===== src/rtl/usb_pkg.sv =====
// Shared line-state codes, FSM states and pin decoding for the USB bus-state monitor.
package usb_pkg;

  // Filtered line-state codes as reported on line_state
  typedef enum logic [1:0] {
    LS_SE0 = 2'd0,
    LS_J   = 2'd1,
    LS_K   = 2'd2,
    LS_SE1 = 2'd3
  } line_state_e;

  // Bus-state FSM states
  typedef enum logic [1:0] {
    ST_ACTIVE  = 2'd0,
    ST_RESET   = 2'd1,
    ST_SUSPEND = 2'd2
  } fsm_state_e;

  // Map raw {p,n} pins to a line state; low speed swaps the J/K encoding
  function automatic line_state_e decode_pins(input logic [1:0] pn, input logic low_speed);
    line_state_e ls;
    case (pn)
      2'b00:   ls = LS_SE0;
      2'b11:   ls = LS_SE1;
      2'b10:   ls = low_speed ? LS_K : LS_J;
      default: ls = low_speed ? LS_J : LS_K;
    endcase
    return ls;
  endfunction

  // Raw {p,n} pattern of idle J for the selected speed
  function automatic logic [1:0] j_pins(input logic low_speed);
    return low_speed ? 2'b01 : 2'b10;
  endfunction

endpackage


===== src/rtl/usb_line_filter.sv =====
// Synchroniser plus stability filter for the raw D+/D- pins.
// line_state only follows the synchronised input once it has been steady
// for FILTER_CYCLES consecutive samples; ls_change flags the edge at which
// line_state will update so the dwell timer can clear in the same cycle.
module usb_line_filter
  import usb_pkg::*;
#(
  parameter int SYNC_STAGES   = 2,
  parameter int FILTER_CYCLES = 4,
  parameter int LOW_SPEED     = 0
) (
  input  logic       clk,
  input  logic       reset,
  input  logic       usb_p_rx,
  input  logic       usb_n_rx,
  output logic [1:0] line_state,
  output logic       ls_change
);

  localparam logic       LS_MODE = (LOW_SPEED != 0);
  localparam logic [1:0] J_PINS  = j_pins(LS_MODE);
  localparam int         CW      = (FILTER_CYCLES > 1) ? $clog2(FILTER_CYCLES) : 1;
  localparam logic [CW-1:0] CNT_MAX = CW'(FILTER_CYCLES - 1);

  logic [1:0]    sync_q [SYNC_STAGES];
  line_state_e   sample;
  line_state_e   held_q, held_d;
  line_state_e   line_state_q, line_state_d;
  logic [CW-1:0] cnt_q, cnt_d;

  genvar gi;
  generate
    for (gi = 0; gi < SYNC_STAGES; gi++) begin : g_sync
      if (gi == 0) begin : g_first
        // First synchroniser stage samples the asynchronous pins
        always_ff @(posedge clk) begin
          if (reset) sync_q[gi] <= J_PINS;
          else       sync_q[gi] <= {usb_p_rx, usb_n_rx};
        end
      end else begin : g_rest
        // Later stages resolve metastability of the previous stage
        always_ff @(posedge clk) begin
          if (reset) sync_q[gi] <= J_PINS;
          else       sync_q[gi] <= sync_q[gi-1];
        end
      end
    end
  endgenerate

  // Count how long the synchronised state has held and decide when to update
  always_comb begin
    sample = decode_pins(sync_q[SYNC_STAGES-1], LS_MODE);
    held_d = sample;
    cnt_d  = '0;
    if (sample == held_q) begin
      cnt_d = (cnt_q == CNT_MAX) ? CNT_MAX : cnt_q + CW'(1);
    end
    line_state_d = line_state_q;
    if (cnt_d == CNT_MAX) begin
      line_state_d = sample;
    end
    ls_change = (line_state_d != line_state_q);
  end

  // Filter state registers
  always_ff @(posedge clk) begin
    if (reset) begin
      held_q       <= LS_J;
      cnt_q        <= '0;
      line_state_q <= LS_J;
    end else begin
      held_q       <= held_d;
      cnt_q        <= cnt_d;
      line_state_q <= line_state_d;
    end
  end

  assign line_state = line_state_q;

endmodule


===== src/rtl/usb_line_state_det.sv =====
// USB bus-state monitor: filtered line state, bus reset, suspend and resume.
// A dwell timer measures how long line_state has been unchanged; the FSM
// compares it against the reset and suspend thresholds.
module usb_line_state_det
  import usb_pkg::*;
#(
  parameter int RESET_CYCLES   = 30000,
  parameter int SUSPEND_CYCLES = 144000,
  parameter int FILTER_CYCLES  = 4,
  parameter int SYNC_STAGES    = 2,
  parameter int LOW_SPEED      = 0
) (
  input  logic       clk,
  input  logic       reset,
  input  logic       usb_p_rx,
  input  logic       usb_n_rx,
  output logic [1:0] line_state,
  output logic       usb_reset,
  output logic       reset_pulse,
  output logic       suspend,
  output logic       resume_pulse
);

  localparam int MAX_CYC = (RESET_CYCLES > SUSPEND_CYCLES) ? RESET_CYCLES : SUSPEND_CYCLES;
  localparam int TW      = $clog2(MAX_CYC + 1);
  localparam logic [TW-1:0] RESET_LAST   = TW'(RESET_CYCLES - 1);
  localparam logic [TW-1:0] SUSPEND_LAST = TW'(SUSPEND_CYCLES - 1);

  logic [1:0]  filt_state;
  logic        ls_change;
  line_state_e ls_cur;

  logic [TW-1:0] timer_q, timer_d;
  fsm_state_e    state_q, state_d;
  logic          usb_reset_q, usb_reset_d;
  logic          reset_pulse_q, reset_pulse_d;
  logic          suspend_q, suspend_d;
  logic          resume_pulse_q, resume_pulse_d;

  usb_line_filter #(
    .SYNC_STAGES  (SYNC_STAGES),
    .FILTER_CYCLES(FILTER_CYCLES),
    .LOW_SPEED    (LOW_SPEED)
  ) u_filter (
    .clk       (clk),
    .reset     (reset),
    .usb_p_rx  (usb_p_rx),
    .usb_n_rx  (usb_n_rx),
    .line_state(filt_state),
    .ls_change (ls_change)
  );

  assign ls_cur = line_state_e'(filt_state);

  // Dwell timer: restart on every line-state change, otherwise count and saturate
  always_comb begin
    timer_d = timer_q;
    if (ls_change) begin
      timer_d = '0;
    end else if (timer_q != '1) begin
      timer_d = timer_q + TW'(1);
    end
  end

  // Bus-state transitions and the registered outputs they imply
  always_comb begin
    state_d        = state_q;
    reset_pulse_d  = 1'b0;
    resume_pulse_d = 1'b0;
    case (state_q)
      ST_ACTIVE: begin
        if (ls_cur == LS_SE0 && timer_q == RESET_LAST) begin
          state_d       = ST_RESET;
          reset_pulse_d = 1'b1;
        end else if (ls_cur == LS_J && timer_q == SUSPEND_LAST) begin
          state_d = ST_SUSPEND;
        end
      end
      ST_RESET: begin
        if (ls_cur != LS_SE0) begin
          state_d = ST_ACTIVE;
        end
      end
      ST_SUSPEND: begin
        if (ls_cur == LS_K) begin
          state_d        = ST_ACTIVE;
          resume_pulse_d = 1'b1;
        end else if (ls_cur == LS_SE0 && timer_q == RESET_LAST) begin
          state_d       = ST_RESET;
          reset_pulse_d = 1'b1;
        end
      end
      default: state_d = ST_ACTIVE;
    endcase
    usb_reset_d = (state_d == ST_RESET);
    suspend_d   = (state_d == ST_SUSPEND);
  end

  // FSM, timer and output registers; reset overrides everything
  always_ff @(posedge clk) begin
    if (reset) begin
      timer_q        <= '0;
      state_q        <= ST_ACTIVE;
      usb_reset_q    <= 1'b0;
      reset_pulse_q  <= 1'b0;
      suspend_q      <= 1'b0;
      resume_pulse_q <= 1'b0;
    end else begin
      timer_q        <= timer_d;
      state_q        <= state_d;
      usb_reset_q    <= usb_reset_d;
      reset_pulse_q  <= reset_pulse_d;
      suspend_q      <= suspend_d;
      resume_pulse_q <= resume_pulse_d;
    end
  end

  assign line_state   = filt_state;
  assign usb_reset    = usb_reset_q;
  assign reset_pulse  = reset_pulse_q;
  assign suspend      = suspend_q;
  assign resume_pulse = resume_pulse_q;

endmodule


===== config.mk =====
export PLATFORM = sky130hd
export DESIGN_NAME = usb_line_state_det
export DESIGN_NICKNAME = d
export VERILOG_FILES = /design/src/rtl/usb_pkg.sv /design/src/rtl/usb_line_filter.sv /design/src/rtl/usb_line_state_det.sv
export SDC_FILE = /design/constraint.sdc
export NUM_CORES = 1
export LEC_CHECK = 0
export CAP_MARGIN = 10
export CORE_MARGIN = 3
export CORE_UTILIZATION = 55
export CTS_CLUSTER_DIAMETER = 150
export DETAILED_ROUTE_END_ITERATION = 16
export PLACE_DENSITY = 0.82
export SLEW_MARGIN = 0
export SYNTH_ARGS = -nofsm -noshare
export SYNTH_HDL_FRONTEND = slang
export SYNTH_SLANG_ARGS = --single-unit

===== constraint.sdc =====
create_clock -name clk -period 2.5 [get_ports clk]
set_clock_uncertainty 0.05 [all_clocks]
set_input_delay 0.25 -clock clk [delete_from_list [all_inputs] [get_ports clk]]
set_output_delay 0.25 -clock clk [all_outputs]
set_load 0.02 [all_outputs]

==> flow_summary.toml <==
[placement]
dp_hpwl_mm = 2.523
io_buffers = 9
gp_congestion = 0.8738

[power]
seqPwrFrac_pct = 49.1
pwr-share-comb_pct = 4.5
leakagePower_nw = 0.5820
power_switching_w = 0.0002382
power.internal_w = 0.0009184
pwr-share-clk_pct = 46.4
ir_drop_mv = 0.6675
swShare_pct = 20.59
power.density_nw_per_um2 = 641.5

[status]
outcome = "complete, no violations"

[cts]
cts_buffers = 5
cts_sinks = 34
clk_latency_ps = 360
post_cts_buffers = 0
clockRootBuffer = "clkbuf_4"
postCtsHoldBufs = 0
cts_tree = "built"
post_cts_resized = 0
clk_pin_slew_worst_paths_ps = 110
htree_levels = 2
clockBufferDepth = 2

[hold_path]
hold_depth = 2
hold_path_class = "input pin to flop"
worstHoldStart = "usb_n_rx"

[cells_and_area]
area_delta_synth_final_pct = 15.28
final_nets = 200
final_util_pct = 69.61
final_common_cell = "dfxtp_1"
final_cell_mix = "dfxtp_1 (34), nor2_1 (14), nand3_1 (12)"
drive_above_1_share_pct = 12.24
antenna_cells = 0

[yosys]
syn_avg_cell_area_um2 = 8.641
synthTopCellsByArea = "dfxtp_1 (44%), nand3_1 (3.8%), a31oi_1 (3.6%)"
syn-num-nets = 186
yosysWarnings = 0
synth-main-ff-cell = "dfxtp_1"
synth-seq-cells = 34
synth-edff-count = 0
synth_top_cell_by_area = "dfxtp_1"
netlist.area_leader.share_pct = 43.52
syn_area_um2 = 1564
yosysUniqueCellTypes = 43
synthCells = 181
synth_seq_area_share_pct = 43.52
async_flop_share_pct = 0

[timing]
fin_crit_sh_pct = 80.05
setup_viol = 0
slew_headroom_pct = 60.11
whs_ps = 385.1
period_needed_ps = 2001
tns_ps = 0
final_max_slew_viol_count = 0
rsz0062_at_grt = "no"
timing.fmax_ghz = 0.4997
hold_viol_final = 0
worst_pin_slew_ps = 596.1

[global_route]
grt_pass1_wl_mm = 5.989
grt_max_degree = 19
grt_overflow = 0
track_usage_pct = 22.71
antenna_found_initial = 0
grt_pass1_vias = 1314

[floorplan]
die_height_um = 59.33
core-area_um2 = 2590
dieArea_um2 = 3519
start_util_pct = 60.39
boundaryPins = 10
die_w_um = 59.33
rows = 18

[job]
cap_violations = 0

[critical_path]
cp-start-kind = "flop"
cp_slowest_cell = "or4_4"
end_kind = "flop"
crit_cells = 4
criticalPathCategory = "flop to flop"
cp.arrival_ps = 2250
worstSetupStartpoint = "timer_q[7]"
cp.required_ps = 2750
worstPathCellList = "nand3_1, or4_4, or3_1, a21oi_2"
cp.buffers_inverters = 0
path_delay_family = "simple AND/OR/NAND/NOR gates"
max_stage_delay_ps = 590
reg2reg_depth = 4
regToRegStartpoint = "timer_q[7]"
crit_fanout = 10

[detailed_routing]
wirelength_mm = 3.622
avgRoutedWirePerCell_um = 16.03
drc_errors = 0
drt_iter0_drc = 96
ant_nets = 0
num_vias = 1475
via_per_inst = 6.527
first_pass_iters = 5
[through the flow]
stage	setup slack [ps]	instances	total power (W)	area, um2
2_1_floorplan	711.8	181	0.0006117	1564
3_3_place_gp	672.8	218	0.0006275	1692
3_5_place_dp	581.2	218	0.0006320	1692
4_1_cts	549.5	226	0.001158	1803
5_1_grt	435.0	226	0.001190	1803
6_report	498.8	226	0.001157	1803
[final cells by class]
type	count	area (um2)
clock inverters	2	60.06
flip-flops and latches	34	680.7
well taps	30	37.54
clock buffers	6	51.30
multi-input cells	134	830.8
fillers	199	787.0
inverters	8	30.03
repair buffers	12	112.6
[power by group through the flow]
stage               combinational (W)  clock (W)  sequential [W]
floorplan                   0.0000332          0        0.000578
global placement            0.0000492          0        0.000578
detailed placement          0.0000522          0        0.000580
CTS                         0.0000521   0.000539        0.000567
global route                0.0000577   0.000563        0.000570
finish                      0.0000518   0.000537        0.000568
[path summary, 6_finish.rpt]
kind / slack (ps) / end
worst max-delay path: 500 / timer_q[13]
worst min-delay path: 390 / u_filter.sync_q[0][0]
worst max register to register: 500 / timer_q[13]
worst min register to register: 390 / u_filter.sync_q[1][1]
[layer usage]
metal  GRT usage, %  part of all wire (%)  vias to the layer above
met5              0                     0                        -
met4          11.00                   2.7                        0
met3          6.754                   6.5                       12
met2          33.07                    47                       63
met1          30.49                    44                      688
li1               -                     -                      712
[flip-flops by register name, indices dropped and copies added, names as in the netlist, 2 cells and up]
register	count
state_q	2
timer_q	18
u_filter.cnt_q	2
u_filter.held_q	2
u_filter.line_state	2
u_filter.sync_q	4
[synthesized netlist by cell type (all sizes together) (3+ instances only)]
master,number
a31oi,9
a21oi,9
and3,7
or3,5
or2,4
nor2b,3
nor3,9
inv,8
a211oi,5
nand2,6
xor2,4
nand4,8
dfxtp,34
o21ai,9
buf,3
nor2,14
nand3,14
nor4,7
[worst reg2reg max path, cell delays in order (launching register included)]
cell	delay, ps
dfxtp_1	510
nand3_1	270
or4_4	590
or3_1	380
a21oi_2	140
[cells by family after synthesis]
kind of cell,count (synthesis),synth area share [%]
mux,1,0.6400
xor+xnor,4,2.240
buf+inv,13,3.360
flops,34,43.52
simple gates,89,33.60
fa+ha+maj,1,0.7999
compound gates,39,15.84
No activity file was read; power rests on OpenSTA's default activity.
